### src/rtl/regfile_read_arbiter.sv
// Round-robin arbiter sharing one 32:1 register read mux among NUM_REQ requesters,
// with a 1-entry tagged response register. Optional macro: ZERO_REG_EN (address 31 reads as zero).
module regfile_read_arbiter #(
  parameter int NUM_REQ = 4,
  parameter int ADDR_W  = 5,
  parameter int DATA_W  = 64
) (
  input  logic                        clk,
  input  logic                        reset_n,
  input  logic [NUM_REQ-1:0]          req_valid,
  input  logic [NUM_REQ*ADDR_W-1:0]   req_addr,
  output logic [NUM_REQ-1:0]          req_ready,
  output logic [ADDR_W-1:0]           mux_sel,
  input  logic [DATA_W-1:0]           mux_data,
  output logic                        rsp_valid,
  output logic [$clog2(NUM_REQ)-1:0]  rsp_id,
  output logic [DATA_W-1:0]           rsp_data,
  input  logic                        rsp_ready
);

  localparam int ID_W = $clog2(NUM_REQ);
  localparam logic [ID_W:0] NUM_REQ_W = (ID_W+1)'(NUM_REQ);

  // Handshake: a request is accepted when req_valid[i] & req_ready[i]; the response
  // leaves when rsp_valid & rsp_ready, and a new grant may refill the slot in that same cycle.
  logic [ID_W-1:0]   rr_ptr_q, rr_ptr_d;
  logic              rsp_valid_q, rsp_valid_d;
  logic [ID_W-1:0]   rsp_id_q, rsp_id_d;
  logic [DATA_W-1:0] rsp_data_q, rsp_data_d;

  logic              slot_free;
  logic              grant_any;
  logic              grant;
  logic [ID_W-1:0]   grant_idx;
  logic [ID_W:0]     cand;
  logic [ID_W:0]     next_ptr;
  logic [ADDR_W-1:0] grant_addr;
  logic [DATA_W-1:0] read_data;

  // Walk offsets from the highest down so the one closest to rr_ptr_q wins last.
  always_comb begin
    grant_any = 1'b0;
    grant_idx = '0;
    cand      = '0;
    for (int i = NUM_REQ - 1; i >= 0; i--) begin
      cand = {1'b0, rr_ptr_q} + (ID_W+1)'(i);
      if (cand >= NUM_REQ_W) cand = cand - NUM_REQ_W;
      if (req_valid[cand[ID_W-1:0]]) begin
        grant_any = 1'b1;
        grant_idx = cand[ID_W-1:0];
      end
    end
  end

  assign slot_free  = !rsp_valid_q || rsp_ready;
  assign grant      = grant_any && slot_free && reset_n;
  assign grant_addr = req_addr[grant_idx*ADDR_W +: ADDR_W];
  assign req_ready  = grant ? (NUM_REQ'(1) << grant_idx) : '0;
  assign mux_sel    = grant ? grant_addr : '0;

`ifdef ZERO_REG_EN
  assign read_data = (grant_addr == '1) ? '0 : mux_data;
`else
  assign read_data = mux_data;
`endif

  always_comb begin
    next_ptr = {1'b0, grant_idx} + 1'b1;
    if (next_ptr == NUM_REQ_W) next_ptr = '0;
  end

  always_comb begin
    rr_ptr_d    = rr_ptr_q;
    rsp_valid_d = rsp_valid_q;
    rsp_id_d    = rsp_id_q;
    rsp_data_d  = rsp_data_q;
    if (grant) begin
      rsp_valid_d = 1'b1;
      rsp_id_d    = grant_idx;
      rsp_data_d  = read_data;
      rr_ptr_d    = next_ptr[ID_W-1:0];
    end else if (rsp_ready) begin
      rsp_valid_d = 1'b0;
    end
  end

  always_ff @(posedge clk or negedge reset_n) begin
    if (!reset_n) begin
      rr_ptr_q    <= '0;
      rsp_valid_q <= 1'b0;
      rsp_id_q    <= '0;
      rsp_data_q  <= '0;
    end else begin
      rr_ptr_q    <= rr_ptr_d;
      rsp_valid_q <= rsp_valid_d;
      rsp_id_q    <= rsp_id_d;
      rsp_data_q  <= rsp_data_d;
    end
  end

  assign rsp_valid = rsp_valid_q;
  assign rsp_id    = rsp_id_q;
  assign rsp_data  = rsp_data_q;

endmodule
### config.mk
export PLATFORM = sky130hd
export DESIGN_NAME = regfile_read_arbiter
export DESIGN_NICKNAME = d
export VERILOG_FILES = /design/src/rtl/regfile_read_arbiter.sv
export SDC_FILE = /design/constraint.sdc
export NUM_CORES = 1
export LEC_CHECK = 0
export CORE_ASPECT_RATIO = 0.7
export CORE_MARGIN = 8
export CORE_UTILIZATION = 41
export DETAILED_ROUTE_END_ITERATION = 16
export GPL_ROUTABILITY_DRIVEN = 0
export PLACE_DENSITY = 0.84
export SYNTH_ARGS = -nofsm -noshare
export SYNTH_HDL_FRONTEND = slang
export SYNTH_SLANG_ARGS = --single-unit
### constraint.sdc
create_clock -name clk -period 5.4 [get_ports clk]
set_input_delay 1.08 -clock clk [delete_from_list [all_inputs] [get_ports clk]]
set_output_delay 1.08 -clock clk [all_outputs]
set_load 0.005 [all_outputs]
== Word level (Yosys, flattened, before mapping) ==
Index checks and enable logic that the tools add are counted.

* Add/sub/neg operators: 8
* Multipliers: 1
* Magnitude comparators: 8
* Equal/unequal tests: 1
* Shifts and indexed selects: 2
* Muxes and demuxes: 25
* Reduce and logical (&&, ||, !) cells: 5

{| class="wikitable"
|+ Operators by type and width
! kind !! count
|-
| variable part select 20 x 6 -> 5 bit || 1
|-
| two-way mux 2 bit || 9
|-
| less-than comparator 2 x 3 -> 1 bit (second input constant) || 4
|-
| two-way mux 1 bit || 10
|-
| >= comparator 3 bit (second input constant) || 3
|-
| binary-select mux 1 bit (select 2 bit) || 4
|-
| subtractor 2 x 1 -> 2 bit (second input constant) || 4
|-
| adder 2 x 1 -> 3 bit (second input constant) || 2
|-
| adder 2 x 2 -> 3 bit (second input constant) || 2
|-
| multiplier 2 x 3 -> 5 bit (second input constant) || 1
|-
| two-way mux 5 bit || 1
|-
| two-way mux 4 bit || 1
|-
| left shift 1 x 2 -> 4 bit (first input constant) || 1
|-
| == test 3 bit (second input constant) || 1
|-
| >= comparator 2 x 3 -> 1 bit (second input constant) || 1
|-
| logical AND 1 bit || 2
|-
| nonzero test 2 bit || 1
|-
| logical NOT 1 bit || 1
|-
| logical OR 1 bit || 1
|}

* Flip-flop bits (word level): 69
* Input bits: 91
* Output and inout port bits: 76
* Logic and storage cells: 54

== Depth between registers and ports, before layout ==
Gate-level depths: netlist (run 1).

* Depth after elaboration: 12
* Depth in mapped cells: 8
* Mapped depth without buffers: 7

== Worst setup path before layout (run 1) ==
OpenSTA, ideal clock, no wires.

* Path type: input to output
* Start point: input port req_valid[2]
* End point: output port req_ready[2]
* Arrival: 2178 ps
* Required time: 4320 ps
* Slack: 2142 ps
* Stages: 7
* Buffers on the path: 1
* Cell sequence: nor2b_4 a21boi_4 o32ai_4 buf_8 inv_1 ha_1 and2_1

{| class="wikitable"
|+ RTL lines
! what !! RTL line !! source
|-
| start: declaration || 10 || <nowiki>input logic [NUM_REQ-1:0] req_valid,</nowiki>
|-
| binary-select mux 1 bit (select 2 bit) || 48 || <nowiki>if (req_valid[cand[ID_W-1:0]]) begin</nowiki>
|-
| two-way mux 1 bit (implied by the code) || 48 ||
|-
| two-way mux 2 bit (3 in series) || 48 ||
|-
| two-way mux 2 bit * || 48 ||
|-
| named net grant_idx[1] || 34 || <nowiki>logic [ID_W-1:0] grant_idx;</nowiki>
|-
| left shift 1 x 2 -> 4 bit * || 58 || <nowiki>assign req_ready = grant ? (NUM_REQ'(1) << grant_idx) : '0;</nowiki>
|-
| two-way mux 4 bit * || 58 ||
|-
| end: declaration || 12 || <nowiki>output logic [NUM_REQ-1:0] req_ready,</nowiki>
|}

The timed path passes the listed nets; every way through them passes the cells marked *. The select of a mux whose other input is x is not followed.

== Worst setup path in the final report (run 1) ==
* Start point: input port req_valid[2]
* End point: output port req_ready[3]

Same word-level chain as after synthesis.

==> results_dict.tcl, run 1 <==
set metrics [dict create \
    tightest_slew_ps 1020 \
    arrival_ps 3550 \
    yosys_warnings 0 \
    initial_core_util_pct 41.5 \
    post_drt_via_cell_ratio 4.69 \
    io_buffer_count 166 \
    grt_overflow 0 \
    layout.cells.most_common_list "nand2_1 (200), clkdlybuf4s50_1 (165), dfrtp_1 (69), clkbuf_8 (11), mux2i_1 (10)" \
    root_buffer "clkbuf_8" \
    switchingPower_w 0.000446 \
    cts_tree "done" \
    internal_power_w 0.00117 \
    synth_edf_count 0 \
    drt-initial-drc-count 158 \
    drv_cap 0 \
    ys_top_cells_by_area "dfrtp_1 (58%), nand2_1 (25%), mux2i_1 (3.4%), buf_2 (2.2%), ha_1 (1.7%)" \
    dieArea_mm2 0.0102 \
    hold_path.class "reg -> reg" \
    path_max_fanout 14 \
    synth.distinct_cells 24 \
    rsz0062_at_grt "false" \
    firstDrtPassIters 4 \
    final_nets 587 \
    dr_total_vias 2793 \
    diodes 0 \
    mostFrequentLayoutCell "nand2_1" \
    synth_top_cell_area_share_pct 58.4 \
    whs_ps 477 \
    r2r_end "rr_ptr_q[1]" \
    yosysTopAreaCell "dfrtp_1" \
    slew_headroom_pct 31.7 \
    ys_ff_latch 69 \
    wl_um 9530 \
    rr_worst_depth 6 \
    stdcell_area_mm2 0.00490 \
    grt_pass1_wl_um 15000 \
    rows 26 \
    netlist_instances 327 \
    grt_pass1_vias 2930 \
    grt_usage_pct 18.5 \
    comb_power_share_pct 30.0 \
    final_core_util_pct 68.8 \
    clk_latency_ps 340 \
    power_leakage_nw 2.38 \
    setup_violations 0 \
    cpMostUsedCell "clkdlybuf4s50_1" \
    total_power_w 0.00162 \
    grt_max_degree 71 \
    slew_violations 0 \
    ys_seq_area_share_pct 58.4 \
    pwr-share-seq_pct 40.5 \
    clk_pin_slew_ps 70 \
    crit_end "req_ready[3]" \
    clock.fmax_ghz 0.216 \
    power_frac_clock_pct 29.5 \
    finalSetupTns_ps 0 \
    dp_hpwl_um 7320 \
    r2r_start "rr_ptr_q[1]" \
    met1_length_um 3940 \
    layout-drive-gt1-share_pct 5.23 \
    reg2reg_slack_ps 3420 \
    clock_path_buffers 2 \
    fp.dieH_um 87.0 \
    htree_levels 3 \
    ys_async_sr_fraction_pct 100 \
    cp-start-kind "input pin" \
    startpoint "req_valid[2]" \
    antenna_found_initial 0 \
    swShare_pct 27.6 \
    cp_cell_sequence "clkdlybuf4s50_1 -> nor2b_4 -> a21boi_4 -> o32ai_4 -> inv_1 -> ha_1 -> and2_1 -> clkdlybuf4s50_1" \
    core-area_mm2 0.00712 \
    period_share_pct 85.7 \
    dr.max_layer_used "met4" \
    area_growth_pct 66.0 \
    syn-num-nets 422 \
    cp.required_ps 4320 \
    ir_worst_vdd_uv 163 \
    fin_worst_skew_ps 7.85 \
    final_hold_viol_count 0 \
    status "complete, no violations" \
    synthFlopType "dfrtp_1" \
    powerDensity_mw_per_mm2 330 \
    end_kind "primary output" \
    wl_met2_um 4440 \
    post_cts_resized 0 \
    io_pins 167 \
    netlist_area_mm2 0.00295 \
    critPathKind "in -> out" \
    dieWidth_um 117 \
    min_period_ps 4630 \
    cts_setup_buffers 0 \
    final_antenna_net_count 0 \
    cts_made_buffers 9 \
    crit_path_top_delay_cell "o32ai_4" \
    max_stage_delay_ps 670 \
    drc_errors 0 \
    avgSynthCellArea_um2 9.03 \
    wl_met3_um 955 \
    cts_sinks 69 \
    holdBufCountCts 0 \
    dpl_cell_area_mm2 0.00467 \
    wl_per_cell_um 16.0 \
]
power groups by stage:
stage               clock (W)  sequential, W  combinational, W
global placement            0       0.000660          0.000477
global route         0.000515       0.000667          0.000533
finish               0.000479       0.000656          0.000486
floorplan                   0       0.000666          0.000179
detailed placement          0       0.000666          0.000492
CTS                  0.000496       0.000657          0.000494
Yosys cell counts (2+ instances only):
master    number
nand2_1      200
dfrtp_1       69
buf_2         13
mux2i_1       10
o22ai_1        5
and2_1         4
ha_1           4
buf_4          2
inv_1          2
nand2b_1       2
nor2_1         2
nor2b_1        2
area by class of cell:
cell class	instances	area (um2)
Clock buffer	11	151
Clock inverter	5	81.3
Fill cell	576	2220
Inverter	2	7.51
Multi-Input combinational cell	240	1130
Sequential cell	69	1730
Tap cell	98	123
Timing Repair Buffer	170	1690
flip-flops by register name (all words and copies together), names as in the netlist:
register   cells
rsp_data      64
rsp_id         2
rr_ptr_q       2
rsp_valid      1
metrics by stage:
step	std cells	worst slack (ps)
floorplan	327	2140
global placement	579	898
detailed placement	579	796
CTS	595	793
global route	595	642
finish	595	774
cell families after synthesis:
family | after synthesis | share of synthesized area [%]
buffers and inverters | 18 | 3.47
adders and majority gates | 4 | 1.69
muxes | 10 | 3.39
and+or+nand+nor | 213 | 28.3
AOI/OAI and AO/OA | 13 | 4.70
DFF | 69 | 58.4
critical path: cells and delay by family:
family | cells | cell delay (ps)
AND/OR/NAND/NOR | 2 | 310
buffers and inverters | 3 | 1100
AO/OA/AOI/OAI | 2 | 810
adder cells (fa/ha/maj) | 1 | 220
worst min path at each step:
stage	end	start	depth (start not counted)
after global routing	rsp_data[58]	rsp_data[58]	2
after floorplan	rsp_data[10]	rsp_data[10]	2
after global placement	rsp_data[50]	rsp_data[50]	2
after CTS	rsp_data[38]	rsp_data[38]	2
final	rsp_data[23]	rsp_data[23]	2
after detailed placement	rsp_data[38]	rsp_data[38]	2
layer usage:
layer	vias up	global-route usage [%]
met4	0	6.71
met5	-	0
met1	1321	20.9
met3	16	8.35
met2	116	30.5
li1	1340	-
Note: power is estimated with default switching activity, not from simulation.
==> inputs of run 2 (changes only) <==
- ABC_CLOCK_PERIOD_IN_PS: unset -> 5400
- CTS_CLUSTER_SIZE: unset -> 28
==> results of run 2 <==
No change in the layout: final DEF, timing and power equal those of run 1.
==> inputs of run 3 (changes only) <==
- CORE_UTILIZATION: 41 -> 40
- PLACE_DENSITY: 0.84 -> 0.82
==> run 3 against run 2 <==
Compared with the run above: via count fell by 1.3%; worst setup slack worse by 19 ps; sequential share of layout area increased by 0.18 points; die area rose by 2.1%; routed wire length rose by 0.89%; critical path depth shrank 2; global-route usage is 0.46 points higher; clock skew hardly changed; sequential power about the same; utilization down 1.3 points; clock-buffer cell count down 1; non-clock buffer count fell by 1; critical path type unchanged.
==> results_dict.tcl, run 3 (synthesis results as in run 1) <==
set metrics [dict create \
    grt_usage_pct 18.9 \
    cp-start-kind "input pin" \
    fp.dieH_um 87.9 \
    grt_max_degree 71 \
    final_core_util_pct 67.6 \
    whs_ps 477 \
    end_kind "primary output" \
    clk_latency_ps 340 \
    final_hold_viol_count 0 \
    dieWidth_um 119 \
    final_antenna_net_count 0 \
    min_period_ps 4650 \
    post_drt_via_cell_ratio 4.64 \
    cts_tree "done" \
    grt_pass1_wl_um 15500 \
    antenna_found_initial 0 \
    slew_violations 0 \
    status "complete, no violations" \
    post_cts_resized 0 \
    firstDrtPassIters 4 \
    slew_headroom_pct 41.1 \
    r2r_start "rr_ptr_q[1]" \
    multi_input_area_mm2 0.00113 \
    initial_core_util_pct 40.9 \
    crit_path_top_delay_cell "o311a_2" \
    powerDensity_mw_per_mm2 328 \
    drc_errors 0 \
    power_leakage_nw 2.35 \
    clock.fmax_ghz 0.215 \
    wl_um 9620 \
    cts_sinks 69 \
    critPathKind "in -> out" \
    fin_worst_skew_ps 8.30 \
    io_pins 167 \
    path_buf_inv 2 \
    hold_path.class "reg -> reg" \
    dp_hpwl_um 7150 \
    finalSetupTns_ps 0 \
    grt_pass1_vias 2936 \
    dieArea_mm2 0.0104 \
    layout-drive-gt1-share_pct 4.84 \
    fillers 587 \
    wl_per_cell_um 16.2 \
    crit_family "buffers and inverters" \
    grt_overflow 0 \
    rows 26 \
    core-area_mm2 0.00722 \
    ir_worst_vdd_uv 204 \
    cts_setup_buffers 0 \
    setup_violations 0 \
    seq_area_mm2 0.00173 \
    layout.cells.most_common_list "nand2_1 (200), clkdlybuf4s50_1 (165), dfrtp_1 (69), mux2i_1 (10), clkbuf_8 (9)" \
    cp_cell_sequence "clkdlybuf4s50_1 -> or2_1 -> o311a_2 -> nand2b_1 -> o22ai_1 -> clkdlybuf4s50_1" \
    final_nets 586 \
    area_growth_pct 65.2 \
    max_stage_delay_ps 570 \
    clock_path_buffers 2 \
    diodes 0 \
    cts_made_buffers 9 \
    largest_reg_flops 64 \
    dr_total_vias 2756 \
    root_buffer "clkbuf_8" \
    tightest_slew_ps 884 \
    holdBufCountCts 0 \
    rsz0062_at_grt "false" \
    cpMostUsedCell "clkdlybuf4s50_1" \
    startpoint "req_valid[3]" \
    mostFrequentLayoutCell "nand2_1" \
    drv_cap 0 \
    htree_levels 3 \
    io_buffer_count 166 \
    hold_start "rsp_data[52]" \
    arrival_ps 3570 \
    clk_pin_slew_ps 80 \
    path_max_fanout 30 \
    cp.required_ps 4320 \
    period_share_pct 86.0 \
    drt-initial-drc-count 164 \
]
## run 3: cell types whose count changed in the layout (fill, tap and decap cells not counted), sizes merged
cell	previous run	this run
buf	5	4
inv	3	2
clkinvlp	1	3
clkbuf	11	10
## run 3: path summary, 6_finish.rpt
| kind | slack (ps) | to | cells after the start |
|---|---|---|---|
| worst max-delay path | 750 | mux_sel[4] | 6 |
| worst min-delay path | 480 | rsp_data[52] | 2 |
| worst max register to register | 3390 | rr_ptr_q[1] | 6 |
| worst min register to register | 480 | rsp_data[52] | 2 |
| max in group asynchronous | 3840 | rsp_data[29] | 2 |
| min in group asynchronous | 990 | rsp_data[3] | 2 |
## run 3: layout make-up
class	count	share of cell area, %
multi-input cells	240	23.1
inverters	2	0.154
clock buffers	10	2.62
well taps	98	2.51
clock inverters	6	1.79
repair buffers	169	34.5
flip-flops and latches	69	35.4
## run 3: power breakdown
group / total [W] / switching, W / internal [W]
logic: 0.000485 / 0.000199 / 0.000286
registers: 0.000655 / 0.0000545 / 0.000601
clock network: 0.000462 / 0.000202 / 0.000259
total: 0.00160 / 0.000455 / 0.00115
## run 3: per-stage QoR
step | worst slack, ps | total power [W] | area (um2) | std cells
global route | 601 | 0.00170 | 4880 | 594
CTS | 765 | 0.00162 | 4880 | 594
global placement | 874 | 0.00114 | 4660 | 578
finish | 754 | 0.00160 | 4880 | 594
floorplan | 2140 | 0.000845 | 2950 | 327
detailed placement | 759 | 0.00115 | 4660 | 578
## run 3: per-layer routing
metal  track usage (%)  vias up  wire, um
met3              10.5       16      1170
met5                 0        -         0
met1              21.0     1280      3820
li1                  -     1338         -
met2              30.4      122      4450
met4              6.74        0       184
## run 3: worst register-to-register path: cells and delay by family, from the launching register on
family / cells / cell delay (ps)
AO/OA/AOI/OAI: 2 / 760
flip-flops: 1 / 500
adder cells (fa/ha/maj): 1 / 330
buffers and inverters: 1 / 170
AND/OR/NAND/NOR: 2 / 140
